**src/rtl/cam_regfile_pkg.sv**
```systemverilog
// Purpose: shared types and constants for the camera configuration register file.
// Latency: none, declarations only.
// Backpressure: not applicable.
package cam_regfile_pkg;

    typedef enum logic [2:0] {
        W_IDLE,
        W_DATA,
        W_ADDR,
        W_EXEC,
        W_RESP
    } wr_state_t;

    typedef enum logic [1:0] {
        R_IDLE,
        R_FETCH,
        R_RESP
    } rd_state_t;

    localparam logic [1:0] AXI_OKAY   = 2'b00;
    localparam logic [1:0] AXI_SLVERR = 2'b10;

    localparam int CTRL_IDX        = 0;
    localparam int CTRL_COMMIT_BIT = 0;
    localparam int CTRL_IMM_BIT    = 1;

endpackage

```
**src/rtl/axil_write_collect.sv**
```systemverilog
// Purpose: gathers AXI-Lite AW and W beats (any order) into one exec pulse and owns the B channel.
// Latency: both beats captured at cycle T -> exec during T+1 -> bvalid from T+2.
// Backpressure: one write in flight; AW/W stall until the B beat is taken with bready.
// Ports: aw*/w*/b* AXI-Lite write channels; exec + exec_addr/data/strb to the register array;
//        exec_err from the register array decides the bresp latched at exec.
module axil_write_collect
    import cam_regfile_pkg::*;
#(
    parameter int ADDR_WIDTH = 8
) (
    input  logic                  clk,
    input  logic                  reset,
    input  logic [ADDR_WIDTH-1:0] awaddr,
    input  logic                  awvalid,
    output logic                  awready,
    input  logic [31:0]           wdata,
    input  logic [3:0]            wstrb,
    input  logic                  wvalid,
    output logic                  wready,
    output logic [1:0]            bresp,
    output logic                  bvalid,
    input  logic                  bready,
    output logic                  exec,
    output logic [ADDR_WIDTH-1:0] exec_addr,
    output logic [31:0]           exec_data,
    output logic [3:0]            exec_strb,
    input  logic                  exec_err
);

    wr_state_t             state_q, state_d;
    logic [ADDR_WIDTH-1:0] addr_q;
    logic [31:0]           data_q;
    logic [3:0]            strb_q;
    logic [1:0]            bresp_q;

    always_comb begin
        state_d = state_q;
        awready = 1'b0;
        wready  = 1'b0;
        bvalid  = 1'b0;
        exec    = 1'b0;
        case (state_q)
            W_IDLE: begin
                awready = 1'b1;
                wready  = 1'b1;
                if (awvalid && wvalid) state_d = W_EXEC;
                else if (awvalid)      state_d = W_DATA;
                else if (wvalid)       state_d = W_ADDR;
            end
            W_DATA: begin
                wready = 1'b1;
                if (wvalid) state_d = W_EXEC;
            end
            W_ADDR: begin
                awready = 1'b1;
                if (awvalid) state_d = W_EXEC;
            end
            W_EXEC: begin
                exec    = 1'b1;
                state_d = W_RESP;
            end
            W_RESP: begin
                bvalid = 1'b1;
                if (bready) state_d = W_IDLE;
            end
            default: state_d = W_IDLE;
        endcase
    end

    always_ff @(posedge clk) begin
        if (reset) begin
            state_q <= W_IDLE;
            addr_q  <= '0;
            data_q  <= '0;
            strb_q  <= '0;
            bresp_q <= AXI_OKAY;
        end else begin
            state_q <= state_d;
            if (awvalid && awready) addr_q <= awaddr;
            if (wvalid && wready) begin
                data_q <= wdata;
                strb_q <= wstrb;
            end
            if (exec) bresp_q <= exec_err ? AXI_SLVERR : AXI_OKAY;
        end
    end

    assign bresp     = bresp_q;
    assign exec_addr = addr_q;
    assign exec_data = data_q;
    assign exec_strb = strb_q;

endmodule

```
**src/rtl/cam_config_regfile.sv**
```systemverilog
// Purpose: AXI-Lite camera config registers; staged writes commit atomically at frame_start.
// Latency: write handshake T -> staging at end of T+1, bvalid T+2; read handshake T -> rvalid T+2.
// Backpressure: one write and one read in flight, independently; channels stall until B/R taken.
// Ports: s_axi_lite_* AXI-Lite slave; frame_start SOF pulse; status_in read-only words;
//        cfg_active committed config; cfg_commit pulse with each active update; commit_pending.
module cam_config_regfile
    import cam_regfile_pkg::*;
#(
    parameter int NUM_REGS   = 16,
    parameter int NUM_RO     = 2,
    parameter int ADDR_WIDTH = 8,
    parameter logic [(NUM_REGS-NUM_RO)*32-1:0] RESET_VALUES = '0
) (
    input  logic                         clk,
    input  logic                         reset,
    input  logic [ADDR_WIDTH-1:0]        s_axi_lite_awaddr,
    input  logic                         s_axi_lite_awvalid,
    output logic                         s_axi_lite_awready,
    input  logic [31:0]                  s_axi_lite_wdata,
    input  logic [3:0]                   s_axi_lite_wstrb,
    input  logic                         s_axi_lite_wvalid,
    output logic                         s_axi_lite_wready,
    output logic [1:0]                   s_axi_lite_bresp,
    output logic                         s_axi_lite_bvalid,
    input  logic                         s_axi_lite_bready,
    input  logic [ADDR_WIDTH-1:0]        s_axi_lite_araddr,
    input  logic                         s_axi_lite_arvalid,
    output logic                         s_axi_lite_arready,
    output logic [31:0]                  s_axi_lite_rdata,
    output logic [1:0]                   s_axi_lite_rresp,
    output logic                         s_axi_lite_rvalid,
    input  logic                         s_axi_lite_rready,
    input  logic                         frame_start,
    input  logic [NUM_RO*32-1:0]         status_in,
    output logic [(NUM_REGS-NUM_RO)*32-1:0] cfg_active,
    output logic                         cfg_commit,
    output logic                         commit_pending
);

    localparam int NUM_RW = NUM_REGS - NUM_RO;
    localparam int IDXW   = $clog2(NUM_REGS);

    // Word index of a byte address, or -1 when any bit above the index field is set
    // or the index lands past the last implemented word.
    function automatic int word_index(input logic [ADDR_WIDTH-1:0] a);
        int idx;
        if ((a >> (2 + IDXW)) != '0) return -1;
        idx = int'(a[2 +: IDXW]);
        if (idx >= NUM_REGS) return -1;
        return idx;
    endfunction

    logic [31:0]           staging    [NUM_RW];
    logic [31:0]           staging_wr [NUM_RW];
    logic [31:0]           active     [NUM_RW];
    logic                  pending_q;
    logic                  exec, exec_err;
    logic [ADDR_WIDTH-1:0] exec_addr;
    logic [31:0]           exec_data;
    logic [3:0]            exec_strb;

    axil_write_collect #(.ADDR_WIDTH(ADDR_WIDTH)) u_wr (
        .clk       (clk),
        .reset     (reset),
        .awaddr    (s_axi_lite_awaddr),
        .awvalid   (s_axi_lite_awvalid),
        .awready   (s_axi_lite_awready),
        .wdata     (s_axi_lite_wdata),
        .wstrb     (s_axi_lite_wstrb),
        .wvalid    (s_axi_lite_wvalid),
        .wready    (s_axi_lite_wready),
        .bresp     (s_axi_lite_bresp),
        .bvalid    (s_axi_lite_bvalid),
        .bready    (s_axi_lite_bready),
        .exec      (exec),
        .exec_addr (exec_addr),
        .exec_data (exec_data),
        .exec_strb (exec_strb),
        .exec_err  (exec_err)
    );

    // Write path: staging_wr is staging with the current exec write merged in.
    int   w_idx;
    logic w_ok, pend_set, imm_commit, frame_commit;

    always_comb begin
        w_idx      = word_index(exec_addr);
        w_ok       = (w_idx >= 0) && (w_idx < NUM_RW);
        staging_wr = staging;
        pend_set   = 1'b0;
        if (exec && w_ok) begin
            for (int i = 0; i < NUM_RW; i++) begin
                if (w_idx == i) begin
                    for (int b = 0; b < 4; b++) begin
                        if (exec_strb[b]) staging_wr[i][8*b +: 8] = exec_data[8*b +: 8];
                    end
                end
            end
            // COMMIT is an action, not storage: it only requests a commit.
            if (w_idx == CTRL_IDX) begin
                pend_set = exec_strb[0] && exec_data[CTRL_COMMIT_BIT];
                staging_wr[CTRL_IDX][CTRL_COMMIT_BIT] = 1'b0;
            end
        end
        // IMMEDIATE is taken from the post-write CTRL so setting it takes effect at once.
        imm_commit   = exec && w_ok && staging_wr[CTRL_IDX][CTRL_IMM_BIT];
        frame_commit = frame_start && pending_q;
    end

    assign exec_err = !w_ok;

    always_ff @(posedge clk) begin
        if (reset) begin
            for (int i = 0; i < NUM_RW; i++) begin
                staging[i] <= RESET_VALUES[32*i +: 32];
                active[i]  <= RESET_VALUES[32*i +: 32];
            end
            pending_q  <= 1'b0;
            cfg_commit <= 1'b0;
        end else begin
            for (int i = 0; i < NUM_RW; i++) begin
                staging[i] <= staging_wr[i];
                // A frame commit racing a write takes the pre-write staging; the write stays staged.
                if (imm_commit)        active[i] <= staging_wr[i];
                else if (frame_commit) active[i] <= staging[i];
            end
            cfg_commit <= imm_commit || frame_commit;
            // A COMMIT written in the commit cycle re-arms pending for the next frame.
            if (frame_commit) pending_q <= pend_set;
            else if (pend_set) pending_q <= 1'b1;
        end
    end

    always_comb begin
        for (int i = 0; i < NUM_RW; i++) cfg_active[32*i +: 32] = active[i];
    end

    assign commit_pending = pending_q;

    // Read path.
    rd_state_t             rstate_q, rstate_d;
    logic [ADDR_WIDTH-1:0] raddr_q;
    logic [31:0]           rdata_q, rd_word;
    logic [1:0]            rresp_q;
    int                    r_idx;

    always_comb begin
        rstate_d           = rstate_q;
        s_axi_lite_arready = 1'b0;
        s_axi_lite_rvalid  = 1'b0;
        case (rstate_q)
            R_IDLE: begin
                s_axi_lite_arready = 1'b1;
                if (s_axi_lite_arvalid) rstate_d = R_FETCH;
            end
            R_FETCH: rstate_d = R_RESP;
            R_RESP: begin
                s_axi_lite_rvalid = 1'b1;
                if (s_axi_lite_rready) rstate_d = R_IDLE;
            end
            default: rstate_d = R_IDLE;
        endcase
    end

    always_comb begin
        r_idx   = word_index(raddr_q);
        rd_word = '0;
        for (int i = 0; i < NUM_RW; i++) begin
            if (r_idx == i) rd_word = staging[i];
        end
        if (r_idx == CTRL_IDX) rd_word[CTRL_COMMIT_BIT] = pending_q;
        for (int k = 0; k < NUM_RO; k++) begin
            if (r_idx == NUM_RW + k) rd_word = status_in[32*k +: 32];
        end
    end

    always_ff @(posedge clk) begin
        if (reset) begin
            rstate_q <= R_IDLE;
            raddr_q  <= '0;
            rdata_q  <= '0;
            rresp_q  <= AXI_OKAY;
        end else begin
            rstate_q <= rstate_d;
            if (s_axi_lite_arvalid && s_axi_lite_arready) raddr_q <= s_axi_lite_araddr;
            if (rstate_q == R_FETCH) begin
                rdata_q <= rd_word;
                rresp_q <= (r_idx < 0) ? AXI_SLVERR : AXI_OKAY;
            end
        end
    end

    assign s_axi_lite_rdata = rdata_q;
    assign s_axi_lite_rresp = rresp_q;

endmodule
```
**config.mk**
```make
export PLATFORM = sky130hd
export DESIGN_NAME = cam_config_regfile
export DESIGN_NICKNAME = d
export VERILOG_FILES = /design/src/rtl/cam_regfile_pkg.sv /design/src/rtl/axil_write_collect.sv /design/src/rtl/cam_config_regfile.sv
export SDC_FILE = /design/constraint.sdc
export NUM_CORES = 2
export LEC_CHECK = 0
export ABC_AREA = 1
export CAP_MARGIN = 20
export CORE_UTILIZATION = 40
export CTS_BUF_LIST = sky130_fd_sc_hd__clkbuf_2
export CTS_CLUSTER_SIZE = 25
export DETAILED_ROUTE_END_ITERATION = 8
export GPL_TIMING_DRIVEN = 0
export HOLD_SLACK_MARGIN = 0.08
export PLACE_DENSITY_LB_ADDON = 0.05
export SETUP_SLACK_MARGIN = 0.05
export SLEW_MARGIN = 10
export SYNTH_ARGS = -nofsm -noshare
export SYNTH_HDL_FRONTEND = slang
export SYNTH_SLANG_ARGS = --single-unit
export TNS_END_PERCENT = 10
```
**constraint.sdc**
```tcl
create_clock -name clk -period 13.2 [get_ports clk]
set_input_delay 2.64 -clock clk [delete_from_list [all_inputs] [get_ports clk]]
set_output_delay 2.64 -clock clk [all_outputs]
set_load 0.01 [all_outputs]
```
After elaboration in Yosys (flattened, before gate mapping)
Memory sizes are Yosys's and may differ from the RTL's.
Index checks and enable logic that the tools add are counted.
W data, S select, Z words.
- order comparisons: 3
- eq/ne operators: 40
- muxes and demuxes: 154
- bitwise logic cells: 28
- reduce and logical (&&, ||, !) cells: 21
- operators with widths (operator ; count):
    $mux W32 ; 62
    $eq A32 B5 Y1 const B ; 14
    $mux W448 ; 1
    $mux W8 ; 56
    $eq A32 B4 Y1 const B ; 8
    $eq A32 B3 Y1 const B ; 4
    $eq A32 B2 Y1 const B ; 2
    $logic_not A32 Y1 ; 2
    $ge A32 B1 Y1 const B ; 1
    $lt A32 B1 Y1 const B ; 1
    $lt A32 B5 Y1 const B ; 1
    $or A1 B1 Y1 ; 28
    $mux W1 ; 23
    $mux W3 ; 6
    $reduce_bool A8 Y1 ; 2
    $pmux W3 S5 ; 1
    $ne A2 B2 Y1 const B ; 5
    $logic_and A1 B1 Y1 ; 9
    $mux W2 ; 4
    $eq A3 B2 Y1 const B ; 2
    $pmux W2 S3 ; 1
    $ne A4 B3 Y1 const B ; 1
    $reduce_and A4 Y1 ; 1
    $reduce_or A2 Y1 ; 2
    other kinds (9) ; 9
- bits in registers: 543
- bits in writable memories: 448
- bits of input ports: 124
- output and inout bits: 491
- word-level logic and storage cells: 272
- memories kept: 1
- memories (name ; words ; width ; rd ports ; clocked after memory_dff ; wr ports ; line ; source):
    active ; 14 ; 32 ; 14 ; 0 ; 14 ; cam_config_regfile.sv:55 ; logic [31:0] active [NUM_RW];

Depth between registers and ports, before layout
- depth after elaboration: 21
- mapped depth: 19
- gate-level depth less buffers: 16

By module
From an unflattened synthesis, not the netlist that was laid out.
- cell total of the unflattened synthesis: 5045
- area, all modules: 42457.0 um2
- modules (own cells, without submodules) (module ; times used ; cells each ; area an instance (um2) ; seq. area each (um2)):
    cam_config_regfile ; 1 ; 4809 ; 40313.7 ; 23282.3
    axil_write_collect ; 1 ; 236 ; 2143.3 ; 960.9

Worst setup path after synthesis
No wires, ideal clock.
- kind: input to register
- start point: input port reset
- end point: memory active[0][0] (enable)
- setup time: 3021 ps
- arrival time: 10368 ps
- required time: 10179 ps
- slack: -189 ps
- stages: 6
- buffers on the path: 4
- cells stage by stage: clkbuf_1 inv_1 clkbuf_1 clkbuf_1 clkbuf_1 nand2_1
- RTL lines (item ; line ; source):
    start: declaration ; cam_config_regfile.sv:15 ; input logic reset,
    end: declaration ; cam_config_regfile.sv:55 ;

Final worst setup path
- start point: register u_wr.state_q[2]
- end point: output port s_axi_lite_wready
- cells in the longest elaborated chain, start to end: 3
- elaborated cells on any way between the ends: 4
- classes of those cells: eq/ne (1); mux (1); reduce/logical (2)
- RTL lines (item ; line ; source):
    start: declaration ; axil_write_collect.sv:30 ; wr_state_t state_q, state_d;
    start signal: assignment ; axil_write_collect.sv:78 ; state_q <= state_d;
    $eq A3 B1 Y1 / $logic_not A3 Y1 (equally long branches) ; axil_write_collect.sv:42 ; case (state_q)
    $reduce_or A2 Y1 (no source line) (*) ; -- ;
    $mux W1 (*) ; axil_write_collect.sv:42 ;
    end: declaration ; cam_config_regfile.sv:22 ; output logic s_axi_lite_wready,
Every way passes the cells marked *; elsewhere a longest branch is shown, timed or not.

==> run_results.csv <==
group,metric,value,unit
status,status,"complete, no violations",
timing,max_slew_margin,0.169,
placement,io_buffers,607,
placement,gp_congestion,1.06,
timing,fin_crit,5.78,ns
power_and_ir_drop,totalPowerFinal,7.02,mW
cells_and_area,nFillCells,10300,
floorplanning,io_pins,615,
clock_network,cts_tree,"yes",
cells_and_area,seqCellArea,24200,um^2
floorplanning,die_area,106000,um^2
route,vias,43400,
clock_network,htreeDepth,5,
critical_path,start_kind,"flop",
clock_network,clkLatencyLatePin,1.64,ns
clock_network,post_cts_resized,0,
cells_and_area,drive_above_1_share,0.103,
yosys,synth_top_cell_area_share,0.320,
timing,setup_tns,0,ns
global_routing,grt_pass1_vias,39600,
power_and_ir_drop,vdd_drop_max,0.0781,mV
timing,hold_viol,0,
floorplanning,core,104000,um^2
floorplanning,die_y,326,um
yosys,synth_seq_cells,985,
cells_and_area,areaGrowthSynthToFinish,25.7,%
clock_network,cts_inserted_buffers,289,
clock_network,cts_buffer_depth,4,
floorplanning,start_util,0.405,
yosys,yosys.area.top_type,"edfxtp_1",
route,first_iter_violations,7411,
route,wl_per_cell,29.4,um
global_routing,gr-total-overflow,0,
timing,fmax,173,MHz
floorplanning,rows,118,
clock_network,clkTransAtPathRegs,0.10,ns
placement,hpwlAfterDp,168000,um
yosys,synthDistinctLibCells,33,
route,wl,221000,um
yosys,syn_inst,5024,
timing,rsz0062_at_grt,"no",
yosys,synth.area.top_cells,"edfxtp_1, dfxtp_1, o21ai_0",
global_routing,grt_pass1_wl,300000,um
route,viasPerCell,5.77,
critical_path,end_kind,"output pin",
cells_and_area,multi_input_area,14800,um^2
yosys,syn-mean-instance-area,8.36,um^2
hold_path,hp-class,"reg2reg",
clock_network,cts.sinks,985,
global_routing,antenna_found_initial,21,
timing,finalCritPeriodShare,0.438,
global_routing,grt_max_degree,95,
clock_network,post_cts_buffers,0,
timing,drv_slew,0,
clock_network,cts-root-buf,"clkbuf_2",
route,drtAntennaViolNets,0,
timing,skew,0.117,ns
power_and_ir_drop,power_density,133,nW/um^2
critical_path,cp.arrival,3.14,ns
floorplanning,die_x,326,um
clock_network,holdBufCountCts,0,
flow_run,cap_violations,0,
critical_path,critical_path_class,"reg2out",
global_routing,grt_use_total,0.404,
yosys,ys_warn_count,0,
timing,tightest_slew,1.25,ns
route,drc,0,
route,firstDrtPassIters,8,
yosys,syn-cell-area,42000,um^2
cells_and_area,nets,6064,
yosys,synth_seq_area_share,0.576,
power_and_ir_drop,p_leak,20.1,nW
critical_path,path_max_fanout,6,
critical_path,required,10.56,ns
timing,setup_viol,0,
## placed cells by master, fill, tap and decap left out, types with 8 or more instances in the layout
cell type,instances
nor2_2,21
or2_2,10
o21ai_0,903
clkinv_2,8
clkdlybuf4s50_1,607
mux2i_1,8
a22o_1,12
clkinv_1,32
nand3_1,70
dfxtp_1,537
clkbuf_1,249
nand4_1,68
inv_1,395
buf_2,68
diode_2,18
nor2_1,712
buf_6,10
buf_16,9
edfxtp_1,448
inv_2,15
clkbuf_2,461
a21oi_1,628
nand2_1,786
o21ai_1,36
## flip-flops by register name, indices dropped and copies added, names as in the netlist
signal / flops
s_axi_lite_rdata: 32
u_wr.bresp: 1
commit_pending: 1
s_axi_lite_rresp: 1
active: 448
u_wr.exec_addr: 6
u_wr.state_q: 3
u_wr.exec_data: 32
staging: 448
rstate_q: 2
u_wr.exec_strb: 4
raddr_q: 6
cfg_commit: 1
## final timing paths
kind / startpoint / to / slack [ns] / cells after the start
setup / recovery: u_wr.state_q[2]$_SDFFE_PP0P_ / s_axi_lite_wready / 7.42 / 4
hold / removal: s_axi_lite_rdata[10]$_SDFFE_PP0N_ / s_axi_lite_rdata[10]$_SDFFE_PP0N_ / 0.47 / 2
setup reg to reg: raddr_q[7]$_SDFFE_PP0P_ / s_axi_lite_rdata[15]$_SDFFE_PP0N_ / 8.81 / 14
hold reg to reg: s_axi_lite_rdata[10]$_SDFFE_PP0N_ / s_axi_lite_rdata[10]$_SDFFE_PP0N_ / 0.47 / 2
## layout make-up
type                            instances  share of cell area
Tap cell                             1380              0.0327
Multi-Input combinational cell       3276               0.280
Clock buffer                          437              0.0414
Sequential cell                       985               0.458
Inverter                              405              0.0288
Timing Repair Buffer                  624               0.122
Buffer                                359              0.0295
Antenna cell                           18            0.000853
Clock inverter                         51             0.00677
## through the flow
stage / setup WS (ns) / utilization / hold slack (ns) / instances / area (um^2)
after floorplan: 4.09 / - / 0.441 / 5025 / 42000
after global placement: 0.239 / 0.480 / 0.450 / 7012 / 49800
after detailed placement: 6.65 / 0.484 / 0.456 / 7028 / 50200
after CTS: 7.37 / 0.509 / 0.469 / 7516 / 52800
after global routing: 7.24 / 0.509 / 0.487 / 7521 / 52800
final: 7.42 / 0.509 / 0.471 / 7535 / 52800
## per-layer routing
metal,part of all wire,routed length [um],global-route usage
met2,0.42,92500,0.580
met4,0.058,12900,0.227
met1,0.40,87800,0.550
met5,0.00045,99,0
met3,0.13,28200,0.108
## synthesized netlist by cell type
master and n:
a211oi_1 1, a22o_1 12, a21oi_4 1, clkinv_1 1, nor3_1 5, o21ai_1 36
nand2_1 788, o41ai_1 1, inv_1 395, a21oi_1 628, buf_6 10, a22oi_1 1
nor2_1 712, o21ai_2 1, clkbuf_1 273, buf_2 67, or2_2 10, nor2_4 2
nand4_1 68, nand2_2 2, conb_1 1, inv_2 8, mux2i_1 8, nand3_1 70
buf_1 3, dfxtp_1 537, edfxtp_1 448, o22ai_1 3, nor2_2 21, buf_4 6
o21ai_0 903, clkinv_2 1, nor3_2 1
## worst max-delay path, cell delays in order (launching register included)
cell             delay [ns]
dfxtp_1                0.36
nor2_1                 0.28
nand2_1                0.12
nand2_1                0.20
clkdlybuf4s50_1        0.59
## power by group
part	leakage, nW	total, mW	switching (mW)	internal [mW]
sequential	8.96	3.35	0.0738	3.28
combinational	9.18	1.29	1.01	0.274
clock	2.01	2.38	1.39	0.984
## kinds of logic after synthesis
| logic type | Yosys count | share of synthesized area |
|---|---|---|
| flip-flops | 985 | 0.576 |
| AO/OA/AOI/OAI | 1587 | 0.191 |
| AND/OR/NAND/NOR | 1679 | 0.159 |
| other | 1 | 0.0000892 |
| multiplexers | 8 | 0.00191 |
| buffers and inverters | 764 | 0.0726 |
No activity file was read; power rests on OpenSTA's default activity.
